--- src/rtl/fpcvt_pkg.sv ---
// Shared defaults and stage-payload record for the fixed-to-float converter.
package fpcvt_pkg;

    localparam int IN_W_DEF  = 13;
    localparam int EXP_W_DEF = 3;
    localparam int MAN_W_DEF = 5;

    // Normalised payload handed from S2 to S3 (default widths).
    typedef struct packed {
        logic                 sign;
        logic [EXP_W_DEF-1:0] e;
        logic [MAN_W_DEF-1:0] f;
        logic                 r;
        logic                 clamp;
    } fpcvt_pay_t;

endpackage

--- src/rtl/fpcvt_lzd.sv ---
// Combinational leading-one detector: p is the index of the highest set bit.
module fpcvt_lzd #(
    parameter  int W  = 12,
    localparam int PW = (W > 1) ? $clog2(W) : 1
) (
    input  logic [W-1:0]  a,
    output logic [PW-1:0] p,
    output logic          zero
);

    always_comb begin
        p = '0;
        for (int i = 0; i < W; i++)
            if (a[i]) p = PW'(i);
    end

    assign zero = ~|a;

endmodule

--- src/rtl/fpcvt_pipe.sv ---
// Three-stage two's-complement to sign/exponent/significand converter.
// Define FPCVT_PIPE_ROUND_EN to round-half-up in S3; otherwise S3 truncates.
module fpcvt_pipe
    import fpcvt_pkg::*;
#(
    parameter int IN_W  = IN_W_DEF,
    parameter int EXP_W = EXP_W_DEF,
    parameter int MAN_W = MAN_W_DEF
) (
    input  logic             clk,
    input  logic             rst,
    input  logic             in_valid,
    output logic             in_ready,
    input  logic [IN_W-1:0]  D,
    output logic             out_valid,
    input  logic             out_ready,
    output logic             S,
    output logic [EXP_W-1:0] E,
    output logic [MAN_W-1:0] F,
    output logic             sat
);

    localparam int MW = IN_W - 1;
    localparam int PW = (MW > 1) ? $clog2(MW) : 1;
    localparam logic [MAN_W-1:0] F_ONES = '1;
    localparam logic [MAN_W-1:0] F_MSB  = MAN_W'(1) << (MAN_W - 1);
    localparam logic [EXP_W-1:0] E_MAX  = '1;

    typedef struct packed {
        logic             sign;
        logic [EXP_W-1:0] e;
        logic [MAN_W-1:0] f;
        logic             r;
        logic             clamp;
    } pay_t;

    logic [3:1] vld_pipe;
    logic [3:1] adv;

    // A stage may load whenever it is empty or its successor is moving.
    assign adv[3]    = ~vld_pipe[3] | out_ready;
    assign adv[2]    = ~vld_pipe[2] | adv[3];
    assign adv[1]    = ~vld_pipe[1] | adv[2];
    assign in_ready  = adv[1];
    assign out_valid = vld_pipe[3];

    // S1: sign/magnitude; the most negative input has no positive twin, so clamp.
    logic          s1_clamp_d;
    logic [MW-1:0] s1_mag_d;
    logic [MW-1:0] neg_m;
    logic          s1_sign;
    logic          s1_clamp;
    logic [MW-1:0] s1_m;

    assign neg_m      = ~D[MW-1:0] + MW'(1);
    assign s1_clamp_d = D[IN_W-1] & ~|D[MW-1:0];
    assign s1_mag_d   = s1_clamp_d ? '1 : (D[IN_W-1] ? neg_m : D[MW-1:0]);

    // S2: normalise so F holds the MAN_W bits below and including the leading one.
    logic [PW-1:0] lz_p;
    logic          lz_zero;
    pay_t          s2_d;
    pay_t          s2_q;
    int            sh;

    fpcvt_lzd #(.W(MW)) u_lzd (
        .a    (s1_m),
        .p    (lz_p),
        .zero (lz_zero)
    );

    always_comb begin
        sh         = 0;
        s2_d.sign  = s1_sign;
        s2_d.clamp = s1_clamp;
        s2_d.e     = '0;
        s2_d.f     = MAN_W'(s1_m);
        s2_d.r     = 1'b0;
        if (!lz_zero && int'(lz_p) >= MAN_W) begin
            sh     = int'(lz_p) - MAN_W + 1;
            s2_d.e = EXP_W'(sh);
            s2_d.f = MAN_W'(s1_m >> sh);
            s2_d.r = s1_m[PW'(sh - 1)];
        end
    end

    // S3: optional rounding; a carry out of F bumps E, or saturates at E_MAX.
    logic [EXP_W-1:0] s3_e;
    logic [MAN_W-1:0] s3_f;
    logic             s3_sat;

    always_comb begin
        s3_e   = s2_q.e;
        s3_f   = s2_q.f;
        s3_sat = s2_q.clamp;
`ifdef FPCVT_PIPE_ROUND_EN
        if (s2_q.r) begin
            if (s2_q.f != F_ONES) begin
                s3_f = s2_q.f + MAN_W'(1);
            end else if (s2_q.e != E_MAX) begin
                s3_e = s2_q.e + EXP_W'(1);
                s3_f = F_MSB;
            end else begin
                s3_sat = 1'b1;
            end
        end
`endif
    end

`ifndef FPCVT_PIPE_ROUND_EN
    logic unused_r;
    assign unused_r = s2_q.r;
`endif

    always_ff @(posedge clk or posedge rst) begin
        if (rst) begin
            vld_pipe <= '0;
            s1_sign  <= 1'b0;
            s1_clamp <= 1'b0;
            s1_m     <= '0;
            s2_q     <= '0;
            S        <= 1'b0;
            E        <= '0;
            F        <= '0;
            sat      <= 1'b0;
        end else begin
            if (adv[1]) vld_pipe[1] <= in_valid;
            if (adv[2]) vld_pipe[2] <= vld_pipe[1];
            if (adv[3]) vld_pipe[3] <= vld_pipe[2];
            if (adv[1] && in_valid) begin
                s1_sign  <= D[IN_W-1];
                s1_clamp <= s1_clamp_d;
                s1_m     <= s1_mag_d;
            end
            if (adv[2] && vld_pipe[1]) s2_q <= s2_d;
            if (adv[3] && vld_pipe[2]) begin
                S   <= s2_q.sign;
                E   <= s3_e;
                F   <= s3_f;
                sat <= s3_sat;
            end
        end
    end

endmodule

--- config.mk ---
export PLATFORM = sky130hd
export DESIGN_NAME = fpcvt_pipe
export DESIGN_NICKNAME = d
export VERILOG_FILES = /design/src/rtl/fpcvt_pkg.sv /design/src/rtl/fpcvt_lzd.sv /design/src/rtl/fpcvt_pipe.sv
export SDC_FILE = /design/constraint.sdc
export NUM_CORES = 1
export LEC_CHECK = 0
export ABC_AREA = 1
export CAP_MARGIN = 0
export CORE_AREA = 2 2 76 78
export DETAILED_ROUTE_END_ITERATION = 12
export DIE_AREA = 0 0 78 80
export DONT_BUFFER_PORTS = 1
export GPL_TIMING_DRIVEN = 0
export MAX_ROUTING_LAYER = met4
export PLACE_DENSITY = 0.7
export SETUP_SLACK_MARGIN = 0.5
export SLEW_MARGIN = 5
export SYNTH_ARGS = -nofsm -noshare
export SYNTH_HDL_FRONTEND = slang
export SYNTH_HIERARCHICAL = 1
export SYNTH_SLANG_ARGS = --single-unit
--- constraint.sdc ---
create_clock -name clk -period 6.4 [get_ports clk]
set_clock_uncertainty 0.05 [all_clocks]
set_input_delay 1.28 -clock clk [delete_from_list [all_inputs] [get_ports clk]]
set_output_delay 1.28 -clock clk [all_outputs]
set_load 0.02 [all_outputs]
==> results of run 1 <==
flip-flops by register name, indices dropped and copies added (netlist names):
register  flops
s3_sat        1
s1_sign       1
s2_q          1
vld_pipe      3
sat           1
s3_f          5
F             5
S             1
E             3
s3_e          3
s1_m         12
s1_clamp      1
worst max-delay path: stages:
cell and delay [ns]:
inv_1 0.03, nand2_1 0.07, nor2_1 0.14, nand2_1 0.19
power by group:
part	internal, W	switching, W
registers	0.000314	0.0000924
logic	0.000128	0.000211
clock network	0.000127	0.0000835
worst paths after layout:
kind | cells after the start | slack [ns] | to | from
max in group asynchronous | 1 | 4.90 | s3_e[1]$_DFFE_PP0P_ | rst
min in group asynchronous | 1 | 0.94 | sat$_DFFE_PP0P_ | rst
min | 2 | 0.44 | vld_pipe[3]$_DFFE_PP0P_ | vld_pipe[2]$_DFFE_PP0P_
min reg2reg | 2 | 0.44 | vld_pipe[3]$_DFFE_PP0P_ | vld_pipe[2]$_DFFE_PP0P_
max reg2reg | 27 | 3.45 | s3_f[2]$_DFFE_PP0P_ | s1_m[2]$_DFFE_PP0P_
max | 4 | 3.35 | in_ready | out_ready
per-layer routing:
metal | vias up | routed length, um
li1 | 1085 | -
met4 | 0 | 14
met2 | 46 | 2160
met3 | 2 | 243
met1 | 919 | 2320
met5 | - | 0
area by class of cell:
| cell class | instances | area [sq um] | share of cell area, % |
|---|---|---|---|
| multi-input cells | 245 | 1240 | 47.7 |
| flip-flops and latches | 37 | 926 | 35.6 |
| inverters | 50 | 188 | 7.22 |
| well taps | 72 | 90.1 | 3.46 |
| clock buffers | 6 | 82.6 | 3.18 |
| clock inverters | 2 | 37.5 | 1.44 |
| plain buffers | 7 | 36.3 | 1.40 |
metrics by stage:
stage,area [sq um],instances,hold slack [ns]
floorplan,2390,339,0.398
global placement,2480,411,0.402
detailed placement,2480,411,0.419
CTS,2600,419,0.432
global route,2600,419,0.489
finish,2600,419,0.440
cell families after synthesis:
family                     Yosys count
and+or+nand+nor                    174
buffers and inverters               57
AOI/OAI and AO/OA                   53
DFF                                 37
xor gates and xnor gates            10
muxes                                5
adders and majority gates            3
placed cells by master (no fill, tap or decap), types with 4 or more instances in the layout:
cell type and instances:
nand3_1 26, clkbuf_1 4, inv_2 12, dfrtp_1 37
a22oi_1 8, mux2_2 5, a21oi_1 17, nand2_1 101
inv_1 38, xor2_1 8, nor3_1 4, nor2_1 30
nand3_2 4, clkbuf_8 6, o21ai_0 21
cells in the mapped netlist:
library cell,count,area [sq um]
clkbuf_1,4,15.0
inv_2,11,41.3
nand3_2,4,40.0
nor2_1,30,113
dfrtp_1,37,926
nand2_1,101,379
o21ai_0,21,105
inv_1,39,146
a31oi_1,1,6.26
xnor2_1,1,8.76
nor2_4,3,33.8
a21oi_1,17,85.1
nor3_1,4,20.0
mux2_2,5,56.3
ha_1,3,37.5
a21o_1,1,7.51
nand3b_1,1,7.51
xor2_2,1,16.3
a21oi_2,2,17.5
nand2_2,3,18.8
nor2_2,1,6.26
buf_6,1,11.3
nand3_1,26,130
and2_1,1,6.26
xor2_1,8,70.1
o21ai_1,3,15.0
a22oi_1,8,60.1
buf_2,2,10.0
==> results.md, run 1 <==
* Diode count at 0
* Num CTS Buffers at 5
* Pwr Total at 0.000956 W
* PwrDens at 368 nW/um^2
* Starting density of the core at 44.2%
* CTS tree: built
* Cts hold-fix bufs at 0
* PostCTS Resize Cnt at 0
* Met2 Usage GRT at 29.7%
* Post-Synth Adder-Cell Area at 1.57%
* Yosys cell types at 28
* Worst vdd ir at 132 uV
* Post-CTS setup buffer count at 0
* GRT Total Usage at 17.6%
* Clock root cell: clkbuf_8
* I/O pins at 29
* Synth Area in XOR/XNOR at 3.98%
* Status: finished clean
* Post-Syn Area at 2390 sq um
* Worst skew pair latency at 0.29 ns
* Seq cells post-synth at 37
* Row count at 27
* Die height at 80 um
* Max-cap violations at 0
* Final period demand of the worst path at 3.05 ns
* Die X at 78 um
* Drt pass-1 iters at 4
* Critical path class: primary input to primary output
* Synthesized area per cell at 7.05 sq um
* Pre-CTS setup slack at 3.35 ns
* Worst-path maximum fanout at 3
* Residual DRC at 0
* Met3 usage at 4.75%
* Unrepaired setup endpoints after global routing: no
* Worst hold path class: flop to flop
* Post-Synthesis Cells at 339
* Post-synthesis compound-gate area fraction at 12.4%
* Setup-failing EPs final at 0
* Startpoint Class: primary input
* Largest family of logic cells by synthesized area: simple AND/OR/NAND/NOR gates
* Final Max Slew Viols at 0
* CTS clk-pin slew, worst paths at 0.07 ns
* Post-layout nets at 366
* Vias at 2052
* Gr busiest metal: met2
* Final setup TNS at 0 ns
* GR Overflow Total at 0
* Leakage power at 1.35 nW
* Routed wire length at 4740 um
* First-pass GRT wire length at 8560 um
* Worst Path Arrival at 1.72 ns
* Vias in the first global route at 2067
* Antenna-violating nets left at 0
* Initial DRC Count at 106
* CTS max path bufs at 2
* Area delta synth->final at 8.80%
* Grt met1 use at 21.1%
* Share of cells above drive strength 1 at 12.1%
* Rel. slew slack at 51.4%
* Worst-margin pin slew at 0.729 ns
* PortBufs at 0
* Sink Count at 37
* CTS H-tree lvls at 2
* Synthesis warning total at 6
* Largest net degree at the start of global routing at 38
* Worst EP required at 5.07 ns
* Layout Utilization at 48.1%
* Antenna violations before repair at 0
* Critical Path End Type: primary output
* Via density at 4.90
* Final hold vios at 0
* Post-synthesis mux area share at 2.36%
* Tcrit/Tclk final at 47.6%
* Post-synthesis sequential area ratio at 38.7%
* Core ar. at 5410 sq um
* Final Worst Setup Slack at 3.35 ns
* Fmax at 328 MHz
* Routed wire per std cell at 11.3 um
* Placer congestion estimate at 0.866
* Die ar. at 6240 sq um
* Syn_nets at 359
* DP HPWL at 3680 um
* Post-Synth Simple-Gate Area at 31.6%
* Fillcell total at 538
Note: power is estimated with default switching activity, not from simulation.
==> inputs of run 2 (changes only) <==
clock period = 3.05 ns   (was 6.4 ns; I/O delays follow)
==> results.md, run 2 (synthesized netlist as in run 1, its figures left out) <==
* Via density at 4.93
* Core ar. at 5410 sq um
* Final Max Slew Viols at 0
* Row count at 27
* Final period demand of the worst path at 2.64 ns
* Worst-margin pin slew at 0.721 ns
* Area delta synth->final at 18.0%
* Post-layout nets at 377
* Clock root cell: clkbuf_8
* CTS tree: built
* Num CTS Buffers at 5
* Sw frac at 41.1%
* Die X at 78 um
* Tcrit/Tclk final at 86.7%
* Critical path class: flop to flop
* Antenna-violating nets left at 0
* Routed wire per std cell at 11.7 um
* Sink Count at 37
* Status: finished clean
* Worst Path Arrival at 2.83 ns
* CTS H-tree lvls at 2
* Worst path most repeated cell: nand2_1
* Final setup TNS at 0 ns
* R2R depth at 26
* Critical Path End Type: flop
* Share of cells above drive strength 1 at 20.9%
* CTS max path bufs at 2
* Largest net degree at the start of global routing at 38
* Int Pwr at 0.00127 W
* Rel. slew slack at 51.9%
* CTS clk-pin slew, worst paths at 0.08 ns
* Setup-failing EPs final at 0
* Leakage power at 1.42 nW
* Cts hold-fix bufs at 0
* Startpoint Class: flop
* Unrepaired setup endpoints after global routing: yes
* Max reg flops at 12
* Diode count at 0
* Fillcell total at 524
* Placer congestion estimate at 0.873
* GRT Total Usage at 17.8%
* Die height at 80 um
* Initial DRC Count at 152
* Most common cell after layout, fill and taps aside: nand2_1
* Worst-path maximum fanout at 5
* Logic pwr share at 40.6%
* Worst vdd ir at 286 uV
* PwrDens at 762 nW/um^2
* Largest Register: s1_m
* Most frequent cells in the layout: 92 x nand2_1, 37 x dfrtp_1, 36 x inv_1
* Worst hold path class: primary input to async pin
* Die ar. at 6240 sq um
* R2r setup slk at 0.41 ns
* Worst skew pair latency at 0.30 ns
* CP max stage delay at 0.41 ns
* Layout Utilization at 52.2%
* Clock share of power at 19.6%
* Fmax at 378 MHz
* Vias at 2118
* Antenna violations before repair at 0
* R2R Path End: s3_f[1]$_DFFE_PP0P_
* Start of the worst register-to-register path: s1_m[2]$_DFFE_PP0P_
* Hold Worst Slack at 0.259 ns
* Cell at the slowest stage of the critical path: dfrtp_1
* Reg power frac at 39.8%
* Starting density of the core at 44.2%
* Max-cap violations at 0
* GR Overflow Total at 0
* First-pass GRT wire length at 8760 um
* Final hold vios at 0
* Vias in the first global route at 2067
* PortBufs at 0
* Residual DRC at 0
* Worst EP required at 3.23 ns
* Drt pass-1 iters at 4
* Routed wire length at 5040 um
* DP HPWL at 3730 um
* I/O pins at 29
* Psw at 0.000883 W
==> run 2: cell type report <==
cell class | count | area (sq um) | share of cell area (%)
Timing Repair Buffer | 11 | 95.1 | 3.37
Sequential cell | 37 | 926 | 32.8
Buffer | 7 | 40.0 | 1.42
Inverter | 50 | 190 | 6.75
Multi-Input combinational cell | 245 | 1370 | 48.5
Clock inverter | 2 | 38.8 | 1.38
Clock buffer | 6 | 72.6 | 2.57
Tap cell | 72 | 90.1 | 3.20
==> run 2: metrics by stage <==
step           total power [W]  instances  cell area, sq um  setup WS (ns)
3_3_place_gp           0.00156        411              2490          0.248
5_1_grt                0.00233        430              2820          0.161
6_report               0.00215        430              2820          0.405
4_1_cts                0.00204        424              2680          0.476
2_1_floorplan          0.00143        339              2400          0.551
3_5_place_dp           0.00158        411              2490          0.230
==> run 2: power groups by stage <==
stage / registers, W / clock network [W] / logic [W]
2_1_floorplan: 0.000833 / 0 / 0.000598
6_report: 0.000855 / 0.000421 / 0.000872
3_5_place_dp: 0.000867 / 0 / 0.000716
3_3_place_gp: 0.000858 / 0 / 0.000697
5_1_grt: 0.000885 / 0.000449 / 0.000995
4_1_cts: 0.000856 / 0.000428 / 0.000758
==> run 2: per-layer routing <==
layer  wire length [um]  share of wire (%)  up-vias  global-route usage, %
met1               2280                 45      963                   20.4
met3                218                4.3        5                   4.41
met4                 46               0.91        0                   5.61
met2               2500                 50       40                   31.0
met5                  0                  0        -                      -
li1                   -                  -     1110                      -
==> run 2: worst max-delay path, delay by kind of cell, from the launching register on <==
family                   cells  cell delay (ns)
AND/OR/NAND/NOR             20             1.45
adder cells (fa/ha/maj)      1             0.21
buffers and inverters        3             0.23
AO/OA/AOI/OAI                2             0.23
flip-flops                   1             0.41
==> run 2: worst max path at each step <==
stage | slack [ns] | to | depth (start not counted) | startpoint
2_1_floorplan | 0.55 | s3_f[0]$_DFFE_PP0P_ | 25 | s1_m[2]$_DFFE_PP0P_
3_3_place_gp | 0.25 | s3_f[0]$_DFFE_PP0P_ | 16 | s1_m[11]$_DFFE_PP0P_
3_5_place_dp | 0.23 | s3_f[0]$_DFFE_PP0P_ | 25 | s1_m[2]$_DFFE_PP0P_
4_1_cts | 0.48 | s3_f[0]$_DFFE_PP0P_ | 25 | s1_m[2]$_DFFE_PP0P_
5_1_grt | 0.16 | s3_f[0]$_DFFE_PP0P_ | 27 | s1_m[2]$_DFFE_PP0P_
6_report | 0.41 | s3_f[1]$_DFFE_PP0P_ | 26 | s1_m[2]$_DFFE_PP0P_
==> run 2: timing repair <==
action	4_1_cts	5_1_grt
setup buffers	4	6
cloned	1	0
resized for setup	11	21
setup endpoints to repair	5	5
pin swaps	2	16
hold endpoints to repair	0	0
